[src/rtl/register_file_param.sv]
// Parametrised general-purpose register file with combinational read ports,
// optional hardwired zero register, optional write bypass and a handshaked dump port.
module register_file_param #(
    parameter int DATA_W   = 32,
    parameter int ADDR_W   = 3,
    parameter int ZERO_REG = 1,
    parameter int BYPASS   = 1
) (
    input  logic              clk,
    input  logic              rst_n,
    input  logic [ADDR_W-1:0] read_reg1,
    input  logic [ADDR_W-1:0] read_reg2,
    output logic [DATA_W-1:0] read_data1,
    output logic [DATA_W-1:0] read_data2,
    input  logic [ADDR_W-1:0] write_reg,
    input  logic [DATA_W-1:0] write_data,
    input  logic              reg_write,
    input  logic              dump_start,
    output logic              dump_valid,
    input  logic              dump_ready,
    output logic [ADDR_W-1:0] dump_addr,
    output logic [DATA_W-1:0] dump_data,
    output logic              dump_busy,
    output logic              dump_done,
    output logic [1:0]        dbg_state
);

    localparam int DEPTH = 1 << ADDR_W;
    localparam logic [ADDR_W-1:0] LAST_ADDR = ADDR_W'(DEPTH - 1);

    localparam logic [1:0] S_IDLE = 2'd0;
    localparam logic [1:0] S_SEND = 2'd1;
    localparam logic [1:0] S_DONE = 2'd2;

    logic [DATA_W-1:0] r_regs [DEPTH];
    logic [1:0]        r_state;
    logic [ADDR_W-1:0] r_ptr;
    logic [DATA_W-1:0] r_dump_data;
    logic              r_dump_valid;

    logic              w_wr_en;
    logic              w_hs;
    logic [ADDR_W-1:0] w_latch_addr;
    logic [DATA_W-1:0] w_latch_data;

    assign w_wr_en = reg_write && !((ZERO_REG != 0) && (write_reg == '0));
    assign w_hs    = r_dump_valid && dump_ready;

    // Value a register holds after the current edge; bypass_en selects whether
    // an in-flight write is visible before the edge.
    function automatic logic [DATA_W-1:0] f_read(input logic [ADDR_W-1:0] a,
                                                 input logic bypass_en);
        if ((ZERO_REG != 0) && (a == '0))
            return '0;
        if (bypass_en && w_wr_en && (write_reg == a))
            return write_data;
        return r_regs[a];
    endfunction

    always_comb begin
        read_data1 = f_read(read_reg1, BYPASS != 0);
        read_data2 = f_read(read_reg2, BYPASS != 0);
    end

    always_comb begin
        w_latch_addr = (r_state == S_IDLE) ? '0 : r_ptr + ADDR_W'(1);
        w_latch_data = f_read(w_latch_addr, 1'b1);
    end

    always_ff @(posedge clk or negedge rst_n) begin
        if (!rst_n) begin
            for (int i = 0; i < DEPTH; i++)
                r_regs[i] <= '0;
        end else if (w_wr_en) begin
            r_regs[write_reg] <= write_data;
        end
    end

    // Dump handshake: a beat (dump_addr/dump_data) is transferred on a rising
    // edge where dump_valid and dump_ready are both high; while dump_valid is
    // high and dump_ready low the beat is held unchanged.
    always_ff @(posedge clk or negedge rst_n) begin
        if (!rst_n) begin
            r_state      <= S_IDLE;
            r_ptr        <= '0;
            r_dump_data  <= '0;
            r_dump_valid <= 1'b0;
        end else begin
            case (r_state)
                S_IDLE: begin
                    if (dump_start) begin
                        r_state      <= S_SEND;
                        r_ptr        <= '0;
                        r_dump_data  <= w_latch_data;
                        r_dump_valid <= 1'b1;
                    end
                end
                S_SEND: begin
                    if (w_hs) begin
                        if (r_ptr == LAST_ADDR) begin
                            r_state      <= S_DONE;
                            r_dump_valid <= 1'b0;
                        end else begin
                            r_ptr       <= w_latch_addr;
                            r_dump_data <= w_latch_data;
                        end
                    end
                end
                S_DONE: begin
                    r_state <= S_IDLE;
                end
                default: begin
                    r_state      <= S_IDLE;
                    r_dump_valid <= 1'b0;
                end
            endcase
        end
    end

    assign dump_valid = r_dump_valid;
    assign dump_addr  = r_ptr;
    assign dump_data  = r_dump_data;
    assign dump_busy  = (r_state != S_IDLE);
    assign dump_done  = (r_state == S_DONE);
    assign dbg_state  = r_state;

endmodule

[config.mk]
export PLATFORM = sky130hd
export DESIGN_NAME = register_file_param
export DESIGN_NICKNAME = d
export VERILOG_FILES = /design/src/rtl/register_file_param.sv
export SDC_FILE = /design/constraint.sdc
export NUM_CORES = 1
export LEC_CHECK = 0
export CAP_MARGIN = 10
export CORE_MARGIN = 3
export CORE_UTILIZATION = 45
export DETAILED_ROUTE_END_ITERATION = 12
export GPL_ROUTABILITY_DRIVEN = 0
export PLACE_DENSITY = 0.65
export SETUP_SLACK_MARGIN = 0.05
export SKIP_CTS_REPAIR_TIMING = 1
export SLEW_MARGIN = 10
export SYNTH_ARGS = -nofsm -noshare
export SYNTH_HDL_FRONTEND = slang
export SYNTH_SLANG_ARGS = --single-unit
[constraint.sdc]
create_clock -name clk -period 8.3 [get_ports clk]
set_input_delay 2.49 -clock clk [delete_from_list [all_inputs] [get_ports clk]]
set_output_delay 2.49 -clock clk [all_outputs]
set_load 0.01 [all_outputs]
== Word-level counts from Yosys, hierarchy flattened ==
Index checks and enable logic that the tools add are counted.
Cells by class
  $add $sub $neg: 1
  multiply operators: 0
  div/mod/pow operators: 0
  $lt $le $gt $ge: 5
  eq/ne operators: 10
  shifts and indexed selects: 0
  mux-type cells: 50
  bitwise operators: 5
  reductions and logical operators: 17
Operators with widths (count)
  two-way mux 32 bit: 22
  binary-select mux 32 bit (select 3 bit): 3
  bitwise mux 256 bit: 1
  demux 32 bit (select 3 bit): 1
  case mux 32 bit (2 select lines): 1
  greater-or-equal comparator 4 bit, second input constant: 4
  inverter 3 -> 4 bit: 4
  zero test 3 bit: 4
  two-way mux 1 bit: 12
  two-way mux 3 bit: 4
  equality test 3 bit: 3
  != test 2 bit, second input constant: 4
  AND reduction 4 bit: 2
  logical AND 1 bit: 6
  two-way mux 2 bit: 3
  case mux 3 bit (2 select lines): 1
  less-than comparator 4 x 1 -> 1 bit, second input constant: 1
  case mux 2 bit (2 select lines): 1
  nonzero test 2 bit: 2
  adder 3 x 1 -> 3 bit, second input constant: 1
  equality test 3 bit, second input constant: 1
  case mux 1 bit (3 select lines): 1
  AND reduction 3 bit: 1
  equality test 2 x 1 -> 1 bit, second input constant: 1
  other kinds (4): 4
Storage, ports and cells
  register bits: 294
  bits in latches: 0
  RAM bits: 0
  ROM bits: 0
  bits of input ports: 46
  output and inout bits: 104
  word-level logic and storage cells: 100
  memories kept: 0

== Depth between registers and ports, before layout ==
Gate-level depths: netlist (run 1).
  word-level depth: 11
  mapped depth: 9
  mapped depth without buffers: 7

== Least setup slack after synthesis (run 1) ==
Ideal clock, no wire load.
  path type: input -> output
  from: input port read_reg1[1]
  to: output port read_data1[0]
  arrival: 4.012 ns
  data required time: 5.810 ns
  path slack: 1.798 ns
  stages on the path: 7
  buffers on the path: 2
  cells stage by stage: buf_2 -> or3b_1 -> a211o_1 -> a21oi_4 -> buf_2 -> nand2_1 -> a21oi_1
On the way
  cells in the longest elaborated chain, start to end: 6
  elaborated cells between the ends (all ways): 13
  classes of those cells: eq/ne: 1; mux: 9; bitwise: 1; reduce/logical: 2
Ends and longest elaborated chain
  from (decl): line 11  | input logic [ADDR_W-1:0] read_reg1,
  inverter 3 -> 4 bit (implied by the code) or equality test 3 bit (tied branches): line 57, 55
  binary-select mux 32 bit (select 3 bit) or logical AND 1 bit (tied branches): line 57, 55
  two-way mux 32 bit (implied by the code) or two-way mux 1 bit (tied branches) (2 in series): line 57, 55
  two-way mux 32 bit: line 57  | return r_regs[a];
  two-way mux 32 bit (*): line 55  | if (bypass_en && w_wr_en && (write_reg == a))
  to (decl): line 13  | output logic [DATA_W-1:0] read_data1,
Every way passes the cells marked *; elsewhere a longest branch is shown, timed or not. The select of a mux whose other input is x is not followed.

== Worst setup path in the final report (run 1) ==
  from: input port write_reg[2]
  to: output port read_data2[23]
On the way
  cells in the longest elaborated chain, start to end: 8
  elaborated cells between the ends (all ways): 10
  classes of those cells: eq/ne: 1; mux: 5; reduce/logical: 4
Ends and longest elaborated chain
  from (decl): line 15  | input logic [ADDR_W-1:0] write_reg,
  zero test 3 bit: line 46  | assign w_wr_en = reg_write && !((ZERO_REG != 0) && (write_reg == '0));
  zero test 1 bit: line 46
  logical AND 1 bit: line 46
  logical AND 1 bit (*): line 55
  two-way mux 1 bit (2 in series): line 55
  two-way mux 32 bit (*): line 57
  two-way mux 32 bit (*): line 55
  to (decl): line 14  | output logic [DATA_W-1:0] read_data2,
Marked as above.

==> flow_summary.toml, run 1 <==
[sta]
tightestPinTransition_ns = 1.394
min_period_over_period = 0.9351
fin_crit_ns = 7.762
max_freq_mhz = 128.8
finalClockSkew_ns = 0.02756
fin_tns_setup_ns = 0
finalHoldViolCount = 0
setup_viol = 0
slew_headroom = 0.07095
slew_violations = 0
finalWorstSetupSlack_ns = 0.5384
rsz0062_at_grt = "no"

[yosys]
synth_common_cells = "dfrtp_1, mux2_2, o22ai_1, nand2_1, a21oi_1"
ys_seq_area_frac = 0.4171
async_flop_share = 1.000
yosys.area.top_type_share = 0.4171
avgSynthCellArea_um2 = 9.998
syn_area_um2 = 15720
synth_ff_type = "dfrtp_1"
synthesis.nets = 1620
synth.most_common_cell = "dfrtp_1"
ys_ff_latch = 262
syn_inst = 1572
yosys_warnings = 0
synth.area.top_cells = "dfrtp_1, mux2_2, o22ai_1"
yosysTopAreaCell = "dfrtp_1"
synth_edf_count = 0
ys_types = 40

[detailed_routing]
wl_per_cell_um = 26.15
route.detailed.drc = 0
final_antenna_net_count = 0
drt_iter0_markers = 1559
via_per_inst = 6.635
wl_mm = 54.78
vias = 13900
first_pass_iters = 6

[global_routing]
antenna_found_initial = 0
grt_pass1_wl_mm = 83.12
grt_overflow_total = 0
grt_pass1_vias = 13850
grt_usage = 0.2906
grt_max_degree = 84

[run]
drv_cap = 0

[final_layout]
drive_gt1_frac = 0.2301
fill_cells = 3003
diodes = 0
area_growth_pct = 18.39
nets = 1672

[placed_design]
place_hpwl_mm = 31.19
port_buffers = 149
place_ws_ns = 0.4869

[worst_setup_path]
cp.depth = 9
r2r_end = "dump_data[20]$_DFFE_PN0P_"
crit_chain = "clkdlybuf4s50_1 > buf_4 > or3b_1 > a211o_1 > a21oi_4 > buf_12 > nand2_1 > a21oi_1 > clkdlybuf4s50_1"
critPathLaunch = "write_reg[2]"
worst-path-max-fanout = 64
endpoint_kind = "primary output"
crit_buf_inv = 4
crit_path_top_delay_cell = "clkdlybuf4s50_1"
cpMostUsedCell = "clkdlybuf4s50_1"
reg2reg_from = "dump_addr[0]$_DFFE_PN0P_"
worstPathArrival_ns = 5.27
crit_path_max_incr_delay_ns = 0.56
cp-endpoint = "read_data2[23]"
path_class = "input pin to primary output"
startpoint_type = "input pin"
reg2reg_depth = 8
required_ns = 5.81
critical_path.top_delay_family = "buffers and inverters"
ff2ff_setup_slack_ns = 4.60

[power]
vdd.ir_drop.worst_mv = 0.2373
power_density_nw_per_um2 = 312.6
finalPower_mw = 5.817
p_leak_nw = 7.838

[clock_tree]
root_buffer = "clkbuf_16"
clock_path_buffers = 3
clk_latency_ns = 0.57
h-tree-depth = 1
cts_sinks = 262
cts_buffers = 30
path_clk_slew_ns = 0.06
tritoncts = "built"

[floorplan]
fp.coreArea_um2 = 33950
initial_core_util = 0.4629
fp-row-count = 67
die_h_um = 192.9
die_w_um = 192.9
die-area_um2 = 37210
io-pin-count = 150

[outcome]
status = "finished clean"

[min_path]
hp-class = "flop to flop"
[report_power, final]
group	internal (mW)	switching (mW)
sequential	1.60	0.290
clock	0.837	0.548
combinational	1.20	1.34
total	3.64	2.18
[state kept, by name, summed over array words and instances (netlist names)]
| signal | cells |
|---|---|
| r_regs | 224 |
| dump_data | 32 |
| dump_addr | 3 |
| dbg_state | 2 |
| dump_valid | 1 |
[layer usage]
metal	part of all wire	wire length [um]	GRT usage	vias up
met5	0	0	0	-
met4	0.038	2077	0.1179	0
met2	0.46	25100	0.4588	822
met3	0.091	4999	0.04723	161
li1	-	-	-	5924
met1	0.41	22600	0.4006	6993
[layout make-up]
class,count,area (um^2),share of cell area
Clock buffer,45,938.4,0.05043
Clock inverter,10,106.4,0.005715
Inverter,36,135.1,0.007262
Multi-Input combinational cell,1098,8386,0.4506
Sequential cell,262,6558,0.3524
Tap cell,448,560.5,0.03012
Timing Repair Buffer,196,1924,0.1034
[cells in the final DEF (no fill, tap or decap), types with 8 or more instances in the layout]
cell type / netlist / layout
clkdlybuf4s50_1: 0 / 142
buf_12: 0 / 8
a211o_1: 66 / 66
clkbuf_16: 0 / 31
a21oi_1: 133 / 131
nor3_1: 35 / 34
nor2b_1: 34 / 33
o21ai_0: 64 / 64
dfrtp_1: 262 / 261
a221o_1: 32 / 32
nand2_1: 138 / 138
mux4_2: 32 / 32
nor2_1: 72 / 69
o22ai_1: 160 / 160
buf_4: 3 / 41
mux2_2: 224 / 224
inv_1: 36 / 36
clkbuf_8: 0 / 11
mux2i_1: 64 / 64
[logic make-up (layout without fill, tap and decap cells)]
logic type / after synthesis / in the layout / synth area share
flops: 262 / 262 / 0.4171
buf+inv: 212 / 287 / 0.05453
xor+xnor: 5 / 5 / 0.002786
simple gates: 302 / 302 / 0.08518
mux: 320 / 320 / 0.2471
compound gates: 469 / 469 / 0.1917
fa+ha+maj: 2 / 2 / 0.001592
[how the worst min path moves through the flow]
| stage | start | depth (start not counted) | endpoint | slack, ns |
|---|---|---|---|---|
| 6_report | r_regs[141]$_DFFE_PN0P_ | 1 | r_regs[141]$_DFFE_PN0P_ | 0.54 |
| 3_3_place_gp | r_regs[152]$_DFFE_PN0P_ | 1 | r_regs[152]$_DFFE_PN0P_ | 0.51 |
| 3_5_place_dp | r_regs[159]$_DFFE_PN0P_ | 1 | r_regs[159]$_DFFE_PN0P_ | 0.52 |
| 2_1_floorplan | r_regs[128]$_DFFE_PN0P_ | 1 | r_regs[128]$_DFFE_PN0P_ | 0.50 |
| 5_1_grt | r_regs[132]$_DFFE_PN0P_ | 1 | r_regs[132]$_DFFE_PN0P_ | 0.55 |
| 4_1_cts | r_regs[140]$_DFFE_PN0P_ | 1 | r_regs[140]$_DFFE_PN0P_ | 0.54 |
[per-stage QoR]
step                instances  instance area [um^2]  utilization  hold slack, ns
floorplan                1572                 15720            -          0.4973
global placement         2040                 17560       0.5173          0.5135
detailed placement       2040                 17560       0.5173          0.5196
CTS                      2095                 18610       0.5481          0.5368
global route             2095                 18610       0.5481          0.5500
finish                   2095                 18610       0.5481          0.5381
(Power assumes the default switching activity.)
==> run 2: changes to the inputs <==
- CORE_ASPECT_RATIO: unset -> 1.1
- SKIP_LAST_GASP: unset -> 1
==> flow_summary.toml, run 2 (synthesis results as in run 1) <==
[sta]
fin_tns_setup_ns = 0
rsz0062_at_grt = "no"
max_freq_mhz = 126.9
tightestPinTransition_ns = 1.220
slew_violations = 0
finalClockSkew_ns = 0.007082
slew_headroom = 0.1864
finalHoldViolCount = 0
setup_viol = 0
min_period_over_period = 0.9494
fin_crit_ns = 7.880

[final_layout]
final_cell_mix = "dfrtp_1, mux2_2, o22ai_1"
drive_gt1_frac = 0.2307
largest_reg_flops = 224
final_common_cell = "dfrtp_1"
diodes = 0
max_flop_register = "r_regs"
nets = 1671
area_growth_pct = 18.44

[worst_setup_path]
crit_chain = "clkdlybuf4s50_1 > or3b_1 > a211o_1 > a21oi_4 > buf_12 > nand2_1 > a21oi_1 > clkdlybuf4s50_1"
startpoint_type = "input pin"
worst-path-max-fanout = 64
r2r_end = "dump_data[5]$_DFFE_PN0P_"
path_class = "input pin to primary output"
required_ns = 5.81
worstPathArrival_ns = 5.39
crit_path_max_incr_delay_ns = 0.62
cp-endpoint = "read_data1[31]"
reg2reg_from = "dump_addr[0]$_DFFE_PN0P_"
endpoint_kind = "primary output"
ff2ff_setup_slack_ns = 3.81
critPathLaunch = "write_reg[2]"
reg2reg_depth = 9
cpMostUsedCell = "clkdlybuf4s50_1"
crit_path_top_delay_cell = "clkdlybuf4s50_1"

[global_routing]
grt_max_degree = 131
antenna_found_initial = 0
grt_pass1_vias = 13760
grt_overflow_total = 0
grt_pass1_wl_mm = 83.08
grt_usage = 0.2870

[detailed_routing]
drt_iter0_markers = 1803
first_pass_iters = 6
final_antenna_net_count = 0
route.detailed.drc = 0
wl_mm = 54.77
wl_per_cell_um = 26.27
vias = 13880
via_per_inst = 6.657

[clock_tree]
cts_buffers = 30
h-tree-depth = 1
path_clk_slew_ns = 0.06
cts_sinks = 262
clk_latency_ns = 0.57
clock_path_buffers = 3
tritoncts = "built"
root_buffer = "clkbuf_16"

[outcome]
status = "finished clean"

[power]
p_leak_nw = 7.850
vdd.ir_drop.worst_mv = 0.3654
finalPower_mw = 5.934
power_density_nw_per_um2 = 318.8

[floorplan]
io-pin-count = 150
initial_core_util = 0.4584
die_h_um = 202.0
fp.coreArea_um2 = 34290
fp-row-count = 71
die-area_um2 = 37210
die_w_um = 184.2

[min_path]
hp-start = "r_regs[140]$_DFFE_PN0P_"
hp-class = "flop to flop"

[placed_design]
place_hpwl_mm = 30.83
port_buffers = 149

[run]
drv_cap = 0
## run 2: cell types whose count changed in the layout (fill, tap and decap cells not counted)
| cell | previous run | this run |
|---|---|---|
| clkinv_2 | 6 | 9 |
| clkinvlp_4 | 1 | 2 |
| o22a_1 | 2 | 1 |
| buf_12 | 8 | 5 |
| buf_4 | 41 | 42 |
| clkinv_4 | 1 | 0 |
| buf_2 | 4 | 5 |
| clkbuf_8 | 11 | 4 |
| o22a_2 | 0 | 1 |
| bufinv_16 | 2 | 7 |
## run 2: where the power goes
group          leakage [nW]  switching [mW]  total (mW)  internal (mW)
Clock                 0.549           0.563        1.49          0.931
Combinational          4.13            1.36        2.56           1.19
Sequential             3.17           0.291        1.89           1.59
## run 2: final cells by class
type                    count  area, um^2
repair buffers            195        1877
fillers                  3003       15670
clock buffers              38       842.1
multi-input cells        1098        8387
well taps                 438       548.0
inverters                  36       135.1
flip-flops and latches    262        6558
clock inverters            18       270.3
## run 2: critical path: cells and delay by family
kind	cells	cell delay, ns
compound gates	3	0.84
simple gates	2	0.46
buf+inv	3	1.56
## run 2: metal layers
layer / vias to the layer above / share of wire / global-route usage
met5: - / 0 / 0
met4: 0 / 0.029 / 0.09479
li1: 5905 / - / -
met2: 907 / 0.46 / 0.4420
met3: 142 / 0.11 / 0.06623
met1: 6926 / 0.41 / 0.4019
## run 2: how the worst min path moves through the flow
stage                                    endpoint  slack [ns]  cells past startpoint
after detailed placement  r_regs[140]$_DFFE_PN0P_        0.52                      1
after global routing      r_regs[155]$_DFFE_PN0P_        0.55                      1
final                     r_regs[140]$_DFFE_PN0P_        0.53                      1
after floorplan           r_regs[128]$_DFFE_PN0P_        0.50                      1
after global placement    r_regs[155]$_DFFE_PN0P_        0.52                      1
after CTS                 r_regs[140]$_DFFE_PN0P_        0.53                      1
## run 2: per-stage QoR
stage | utilization | hold WS, ns | instances | worst slack [ns] | instance area (um^2)
5_1_grt | 0.5429 | 0.5502 | 2085 | 0.3124 | 18620
6_report | 0.5429 | 0.5327 | 2085 | 0.4198 | 18620
2_1_floorplan | - | 0.4973 | 1572 | 1.798 | 15720
4_1_cts | 0.5429 | 0.5303 | 2085 | 0.4796 | 18620
3_3_place_gp | 0.5105 | 0.5152 | 2029 | 0.5060 | 17500
3_5_place_dp | 0.5105 | 0.5167 | 2029 | 0.4994 | 17500
